File: src/rtl/alu_cmd_scheduler_if.sv
// Bus bundle between the UART receiver/transmitter, the ALU and alu_cmd_scheduler.
// master = surrounding system (UART + ALU), slave = the scheduler.
interface alu_cmd_scheduler_if #(
  parameter int NB_DATA    = 8,
  parameter int FIFO_DEPTH = 4
);
  localparam int LVL_W = $clog2(FIFO_DEPTH) + 1;

  logic               rx_done;
  logic [NB_DATA-1:0] d_in;
  logic [NB_DATA-1:0] alu_res;
  logic               tx_done;
  logic               tx_start;
  logic [NB_DATA-1:0] d_out;
  logic [NB_DATA-1:0] a;
  logic [NB_DATA-1:0] b;
  logic [NB_DATA-1:0] op;
  logic               busy;
  logic [LVL_W-1:0]   cmd_level;
  logic               drop_err;
  logic               frame_err;

  modport master (
    output rx_done, d_in, alu_res, tx_done,
    input  tx_start, d_out, a, b, op, busy, cmd_level, drop_err, frame_err
  );

  modport slave (
    input  rx_done, d_in, alu_res, tx_done,
    output tx_start, d_out, a, b, op, busy, cmd_level, drop_err, frame_err
  );
endinterface

File: src/rtl/alu_cmd_scheduler.sv
// Collects 3-byte (A, B, OP) frames into a command FIFO and runs them through the ALU one at a time.
// Optional partial-frame timeout is enabled by defining RX_TIMEOUT_EN.
module alu_cmd_scheduler #(
  parameter int NB_DATA    = 8,
  parameter int FIFO_DEPTH = 4,
  parameter int ALU_LAT    = 1
`ifdef RX_TIMEOUT_EN
  , parameter int RX_TIMEOUT = 1000
`endif
) (
  input logic                clk,
  input logic                reset,
  alu_cmd_scheduler_if.slave bus
);
  localparam int PTR_W = $clog2(FIFO_DEPTH);
  localparam int CNT_W = PTR_W + 1;
  localparam int LAT_W = 4;

  typedef struct packed {
    logic [NB_DATA-1:0] a;
    logic [NB_DATA-1:0] b;
    logic [NB_DATA-1:0] op;
  } cmd_t;

  typedef enum logic [1:0] {GET_A, GET_B, GET_OP} col_state_t;
  typedef enum logic [1:0] {EX_IDLE, EX_WAIT, EX_START, EX_WAIT_TX} ex_state_t;

  col_state_t         col_state;
  ex_state_t          ex_state;
  logic [NB_DATA-1:0] a_lat, b_lat;
  logic               drop_err_q;

  cmd_t               mem [FIFO_DEPTH];
  logic [PTR_W-1:0]   wr_ptr, rd_ptr;
  logic [CNT_W-1:0]   level;
  cmd_t               head;
  logic               fifo_full, frame_done, push, pop, timeout;

  logic [LAT_W-1:0]   lat_cnt;
  logic [NB_DATA-1:0] a_q, b_q, op_q, d_out_q;
  logic               tx_start_q, busy_q;

  // A full FIFO still accepts the frame when the executor pops in the same cycle.
  assign fifo_full  = (level == CNT_W'(FIFO_DEPTH));
  assign frame_done = bus.rx_done && (col_state == GET_OP);
  assign pop        = (ex_state == EX_IDLE) && (level != '0);
  assign push       = frame_done && (!fifo_full || pop);
  assign head       = mem[rd_ptr];

`ifdef RX_TIMEOUT_EN
  localparam int TO_W = $clog2(RX_TIMEOUT + 1);
  logic [TO_W-1:0] to_cnt;
  logic            frame_err_q;

  assign timeout = (col_state != GET_A) && !bus.rx_done && (to_cnt == TO_W'(RX_TIMEOUT - 1));

  always_ff @(posedge clk) begin
    if (reset) begin
      to_cnt      <= '0;
      frame_err_q <= 1'b0;
    end else if (bus.rx_done || col_state == GET_A) begin
      to_cnt <= '0;
    end else if (timeout) begin
      to_cnt      <= '0;
      frame_err_q <= 1'b1;
    end else begin
      to_cnt <= to_cnt + TO_W'(1);
    end
  end

  assign bus.frame_err = frame_err_q;
`else
  assign timeout       = 1'b0;
  assign bus.frame_err = 1'b0;
`endif

  always_ff @(posedge clk) begin
    if (reset) begin
      col_state  <= GET_A;
      a_lat      <= '0;
      b_lat      <= '0;
      drop_err_q <= 1'b0;
    end else if (timeout) begin
      col_state <= GET_A;
    end else if (bus.rx_done) begin
      unique case (col_state)
        GET_A:  begin a_lat <= bus.d_in; col_state <= GET_B;  end
        GET_B:  begin b_lat <= bus.d_in; col_state <= GET_OP; end
        GET_OP: begin
          if (!push) drop_err_q <= 1'b1;
          col_state <= GET_A;
        end
        default: col_state <= GET_A;
      endcase
    end
  end

  // NOTE: the storage array has no reset; stale entries are unreachable once the pointers are cleared.
  always_ff @(posedge clk) begin
    if (push) mem[wr_ptr] <= {a_lat, b_lat, bus.d_in};
  end

  always_ff @(posedge clk) begin
    if (reset) begin
      wr_ptr <= '0;
      rd_ptr <= '0;
      level  <= '0;
    end else begin
      if (push) wr_ptr <= wr_ptr + PTR_W'(1);
      if (pop)  rd_ptr <= rd_ptr + PTR_W'(1);
      if (push && !pop)      level <= level + CNT_W'(1);
      else if (pop && !push) level <= level - CNT_W'(1);
    end
  end

  always_ff @(posedge clk) begin
    if (reset) begin
      ex_state   <= EX_IDLE;
      lat_cnt    <= '0;
      a_q        <= '0;
      b_q        <= '0;
      op_q       <= '0;
      d_out_q    <= '0;
      tx_start_q <= 1'b0;
      busy_q     <= 1'b0;
    end else begin
      // NOTE: default-then-override with non-blocking assignments keeps tx_start a one-cycle registered pulse.
      tx_start_q <= 1'b0;
      unique case (ex_state)
        EX_IDLE: if (pop) begin
          a_q      <= head.a;
          b_q      <= head.b;
          op_q     <= head.op;
          lat_cnt  <= LAT_W'(ALU_LAT);
          busy_q   <= 1'b1;
          ex_state <= EX_WAIT;
        end
        EX_WAIT: begin
          lat_cnt <= lat_cnt - LAT_W'(1);
          if (lat_cnt == LAT_W'(1)) begin
            d_out_q    <= bus.alu_res;
            tx_start_q <= 1'b1;
            ex_state   <= EX_START;
          end
        end
        EX_START: ex_state <= EX_WAIT_TX;
        EX_WAIT_TX: if (bus.tx_done) begin
          busy_q   <= 1'b0;
          ex_state <= EX_IDLE;
        end
        default: ex_state <= EX_IDLE;
      endcase
    end
  end

  assign bus.a         = a_q;
  assign bus.b         = b_q;
  assign bus.op        = op_q;
  assign bus.d_out     = d_out_q;
  assign bus.tx_start  = tx_start_q;
  assign bus.busy      = busy_q;
  assign bus.cmd_level = level;
  assign bus.drop_err  = drop_err_q;
endmodule

File: src/flat_wrapper.sv
// flat-port wrapper written by rule: the top's interface ports become plain ports
module alu_cmd_scheduler_flat 
#(
  parameter int NB_DATA    = 8,
  parameter int FIFO_DEPTH = 4,
  parameter int ALU_LAT    = 1

)
  (clk, reset, bus_rx_done, bus_d_in, bus_alu_res, bus_tx_done, bus_tx_start, bus_d_out, bus_a, bus_b, bus_op, bus_busy, bus_cmd_level, bus_drop_err, bus_frame_err);
  alu_cmd_scheduler_if #(.NB_DATA(NB_DATA), .FIFO_DEPTH(FIFO_DEPTH)) bus_i ();
  input logic clk;
  input logic reset;
  input wire logic [$bits(bus_i.rx_done)-1:0] bus_rx_done;
  input wire logic [$bits(bus_i.d_in)-1:0] bus_d_in;
  input wire logic [$bits(bus_i.alu_res)-1:0] bus_alu_res;
  input wire logic [$bits(bus_i.tx_done)-1:0] bus_tx_done;
  output wire logic [$bits(bus_i.tx_start)-1:0] bus_tx_start;
  output wire logic [$bits(bus_i.d_out)-1:0] bus_d_out;
  output wire logic [$bits(bus_i.a)-1:0] bus_a;
  output wire logic [$bits(bus_i.b)-1:0] bus_b;
  output wire logic [$bits(bus_i.op)-1:0] bus_op;
  output wire logic [$bits(bus_i.busy)-1:0] bus_busy;
  output wire logic [$bits(bus_i.cmd_level)-1:0] bus_cmd_level;
  output wire logic [$bits(bus_i.drop_err)-1:0] bus_drop_err;
  output wire logic [$bits(bus_i.frame_err)-1:0] bus_frame_err;
  assign bus_i.rx_done = bus_rx_done;
  assign bus_i.d_in = bus_d_in;
  assign bus_i.alu_res = bus_alu_res;
  assign bus_i.tx_done = bus_tx_done;
  assign bus_tx_start = bus_i.tx_start;
  assign bus_d_out = bus_i.d_out;
  assign bus_a = bus_i.a;
  assign bus_b = bus_i.b;
  assign bus_op = bus_i.op;
  assign bus_busy = bus_i.busy;
  assign bus_cmd_level = bus_i.cmd_level;
  assign bus_drop_err = bus_i.drop_err;
  assign bus_frame_err = bus_i.frame_err;
  alu_cmd_scheduler #(.NB_DATA(NB_DATA), .FIFO_DEPTH(FIFO_DEPTH), .ALU_LAT(ALU_LAT)) u_core (.clk(clk), .reset(reset), .bus(bus_i));
endmodule
File: config.mk
export PLATFORM = sky130hd
export DESIGN_NAME = alu_cmd_scheduler_flat
export DESIGN_NICKNAME = d
export VERILOG_FILES = /design/src/rtl/alu_cmd_scheduler_if.sv /design/src/rtl/alu_cmd_scheduler.sv /design/src/flat_wrapper.sv
export SDC_FILE = /design/constraint.sdc
export NUM_CORES = 1
export LEC_CHECK = 0
export ABC_AREA = 1
export BUFFER_PORTS_ARGS = -buffer_cell sky130_fd_sc_hd__buf_4
export CORE_UTILIZATION = 35
export CTS_CLUSTER_SIZE = 10
export DETAILED_ROUTE_END_ITERATION = 7
export REMOVE_ABC_BUFFERS = 1
export SLEW_MARGIN = 15
export SYNTH_ARGS = -nofsm -noshare
export SYNTH_HDL_FRONTEND = slang
export SYNTH_SLANG_ARGS = --single-unit
export TNS_END_PERCENT = 30
File: constraint.sdc
create_clock -name clk -period 2.2 [get_ports clk]
set_input_delay 0.33 -clock clk [delete_from_list [all_inputs] [get_ports clk]]
set_output_delay 0.33 -clock clk [all_outputs]
set_load 0.02 [all_outputs]
==> flow_metrics.py <==
metrics = {
    "grt": {
        "grt_usage": 0.147,
        "grt_max_degree": 52,
        "grt_first_pass_wirelength_um": 20700,
        "antenna_found_initial": 0,
        "globalRoute.totalOverflow": 0,
        "grt_pass1_vias": 3975,
    },
    "clocking": {
        "cts_hold_buf": 0,
        "cts_setup_buffers": 0,
        "clock-root-buffer": "clkbuf_16",
        "cts.clk_slew.worst_paths_ps": 60,
        "clk_path_buf_depth": 2,
        "cts-resized-gates": 0,
        "clock-sinks": 162,
        "clk_latency_ps": 410,
        "cts_tree": "built",
        "cts.htree.levels": 4,
        "numCtsBuffers": 17,
    },
    "placed_design": {
        "portBuffers": 57,
        "placed_cell_area_um2": 7090,
        "place_ws_ps": 179,
        "globalplace.congestion": 0.705,
        "dp_hpwl_um": 7300,
    },
    "sta": {
        "setup_viol": 0,
        "fin_skew_ps": 4.94,
        "hold_violations": 0,
        "relSlewSlack": 0.465,
        "timing.final.ws_setup_ps": 165,
        "tightest_slew_ps": 802,
        "period_minus_slack_ps": 2030,
        "max_freq_mhz": 491,
        "finalCritPeriodShare": 0.925,
        "timing.setup.tns_ps": 0,
        "maxSlewViolCount": 0,
        "rsz0062_at_grt": "no",
    },
    "yosys": {
        "yosys_warnings": 0,
        "synth_seq_cells": 162,
        "yosys.cell_types.count": 29,
        "ys_seq_area_frac": 0.654,
        "synth_area_per_cell_um2": 10.1,
        "syn_area_um2": 6430,
        "syn_inst": 636,
    },
    "pwr": {
        "p_leak_uw": 0.00296,
        "power_density_nw_per_um2": 1240,
        "ir_drop_mv": 0.621,
    },
    "critical_path": {
        "cp-end-kind": "flop",
        "r2r_start": "u_core.ex_state[0]",
        "startpoint_type": "flop",
        "reg2reg_depth": 11,
        "r2r_end": "u_core.bus.cmd_level[1]",
        "cp_data_arrival_time_ps": 2340,
        "ff2ff_setup_slack_ps": 170,
        "crit_path_max_fanout": 4,
        "cp.required_ps": 2510,
        "worstSetupPathType": "reg -> reg",
    },
    "floorplan": {
        "boundaryPins": 59,
        "die_h_um": 138,
        "core_um2": 18000,
        "fp.dieW_um": 138,
        "initial_utilization": 0.358,
        "placementRows": 49,
        "die-area_um2": 18900,
    },
    "route": {
        "postRouteWirelength_um": 13000,
        "vias_per_cell": 4.58,
        "first_pass_iters": 4,
        "wire_per_inst_um": 13.9,
        "ant_nets": 0,
        "drc": 0,
        "vias": 4281,
        "drtIter0Drc": 270,
    },
    "worst_hold_path": {
        "hp-start": "bus_d_in[7]",
        "hold_path.class": "in -> reg",
        "hold-path-endpoint": "u_core.mem[0][7]",
        "hold_depth": 1,
    },
    "layout": {
        "layout-drive-gt1-share": 0.160,
        "diodes": 0,
        "area_growth_pct": 19.1,
        "layout.nets": 725,
        "fillCellCount": 1720,
        "layout_common_cells": "197 x nor2_1, 96 x edfxtp_1, 78 x o21ai_0",
        "final_cell_area_um2": 7650,
        "final_common_cell": "nor2_1",
    },
    "job": {
        "maxCapViolCount": 0,
    },
    "outcome": {
        "outcome": "finished clean",
    },
}
## metrics by stage
step	total power [uW]	std cells	utilization	hold slack [ps]
floorplan	5730	606	-	399
global placement	6770	902	0.395	432
detailed placement	6810	902	0.395	436
CTS	9640	934	0.426	120
global route	10100	934	0.426	120
finish	9520	934	0.426	137
## per-layer routing
metal / share of wire / up-vias / global-route usage
li1: - / 2216 / -
met5: 0 / - / 0
met2: 0.48 / 70 / 0.238
met3: 0.032 / 9 / 0.0313
met1: 0.48 / 1986 / 0.192
met4: 0.0076 / 0 / 0.0531
## worst max path at each step
stage / startpoint / to / slack (ps) / cells past startpoint
finish: u_core.ex_state[0] / u_core.bus.cmd_level[1] / 170 / 11
global route: u_core.ex_state[0] / u_core.bus.cmd_level[2] / 10 / 14
CTS: u_core.ex_state[0] / u_core.bus.cmd_level[1] / 160 / 11
detailed placement: u_core.ex_state[0] / u_core.bus.cmd_level[1] / 180 / 11
global placement: bus_rx_done / u_core.bus.cmd_level[2] / 220 / 12
floorplan: u_core.ex_state[0] / u_core.mem[0][0] / -190 / 6
## power breakdown
group	internal, uW	switching, uW	leakage, uW
clock	1690	1130	0.000268
sequential	3580	224	0.00142
combinational	1020	1870	0.00127
## critical path, cell delays in order (launching register included)
cell and delay [ps]:
dfxtp_1 390, inv_1 100, ha_1 220, nor2_1 140, nand2_1 60, nand2_1 90, inv_2 50, ha_1 200
inv_1 80, fa_1 400, o21ai_0 150, nor2_1 50
## layout make-up
cell class,count,area [um2],share of cell area
Inverter,38,145,0.0190
Clock inverter,10,110,0.0144
Timing Repair Buffer,67,566,0.0739
Tap cell,229,287,0.0374
Multi-Input combinational cell,406,1890,0.247
Sequential cell,162,4200,0.549
Clock buffer,22,454,0.0594
## cell usage after synthesis
library cell  number  area [um2]
buf_2             10        50.1
dfxtp_1           66        1320
inv_2              5        18.8
a21oi_1           20         100
nor2_4             1        11.3
conb_1             1        3.75
ha_1              12         150
buf_6              7        78.8
buf_4              5        37.5
nand3_1            5        25.0
fa_1               1        20.0
nand2_2            1        6.26
nand4_1            3        18.8
nand3_2            3        30.0
xnor2_1            1        8.76
inv_4              1        6.26
nand2_4            1        11.3
nor3_4             1        16.3
edfxtp_1          96        2880
o21ai_0           78         390
clkbuf_2           4        20.0
o21ai_1           26         130
nand2_1           49         184
inv_1             32         120
nor2_1           201         754
nor3_2             1        10.0
or2_2              1        6.26
buf_1              1        3.75
clkbuf_1           3        11.3
## state kept, by name, indices dropped and copies added (netlist names)
register and cells:
u_core.b_lat 8, u_core.bus.drop_err 1, u_core.ex_state 2, u_core.bus.b 8, u_core.col_state 2, u_core.bus.tx_start 1, u_core.bus.op 8, u_core.wr_ptr 2
u_core.lat_cnt 4, u_core.rd_ptr 2, u_core.bus.busy 1, u_core.bus.a 8, u_core.a_lat 8, u_core.bus.d_out 8, u_core.bus.cmd_level 3, u_core.mem 96
## cell families (layout without fill, tap and decap cells)
kind of cell,count (synthesis),count (layout),share of synthesized area
AO/OA/AOI/OAI,124,124,0.0966
XOR/XNOR,1,1,0.00136
adder cells (fa/ha/maj),13,13,0.0265
buffers and inverters,68,137,0.0539
flip-flops,162,162,0.654
other,1,1,0.000583
AND/OR/NAND/NOR,267,267,0.167
Note: power is estimated with default switching activity, not from simulation.
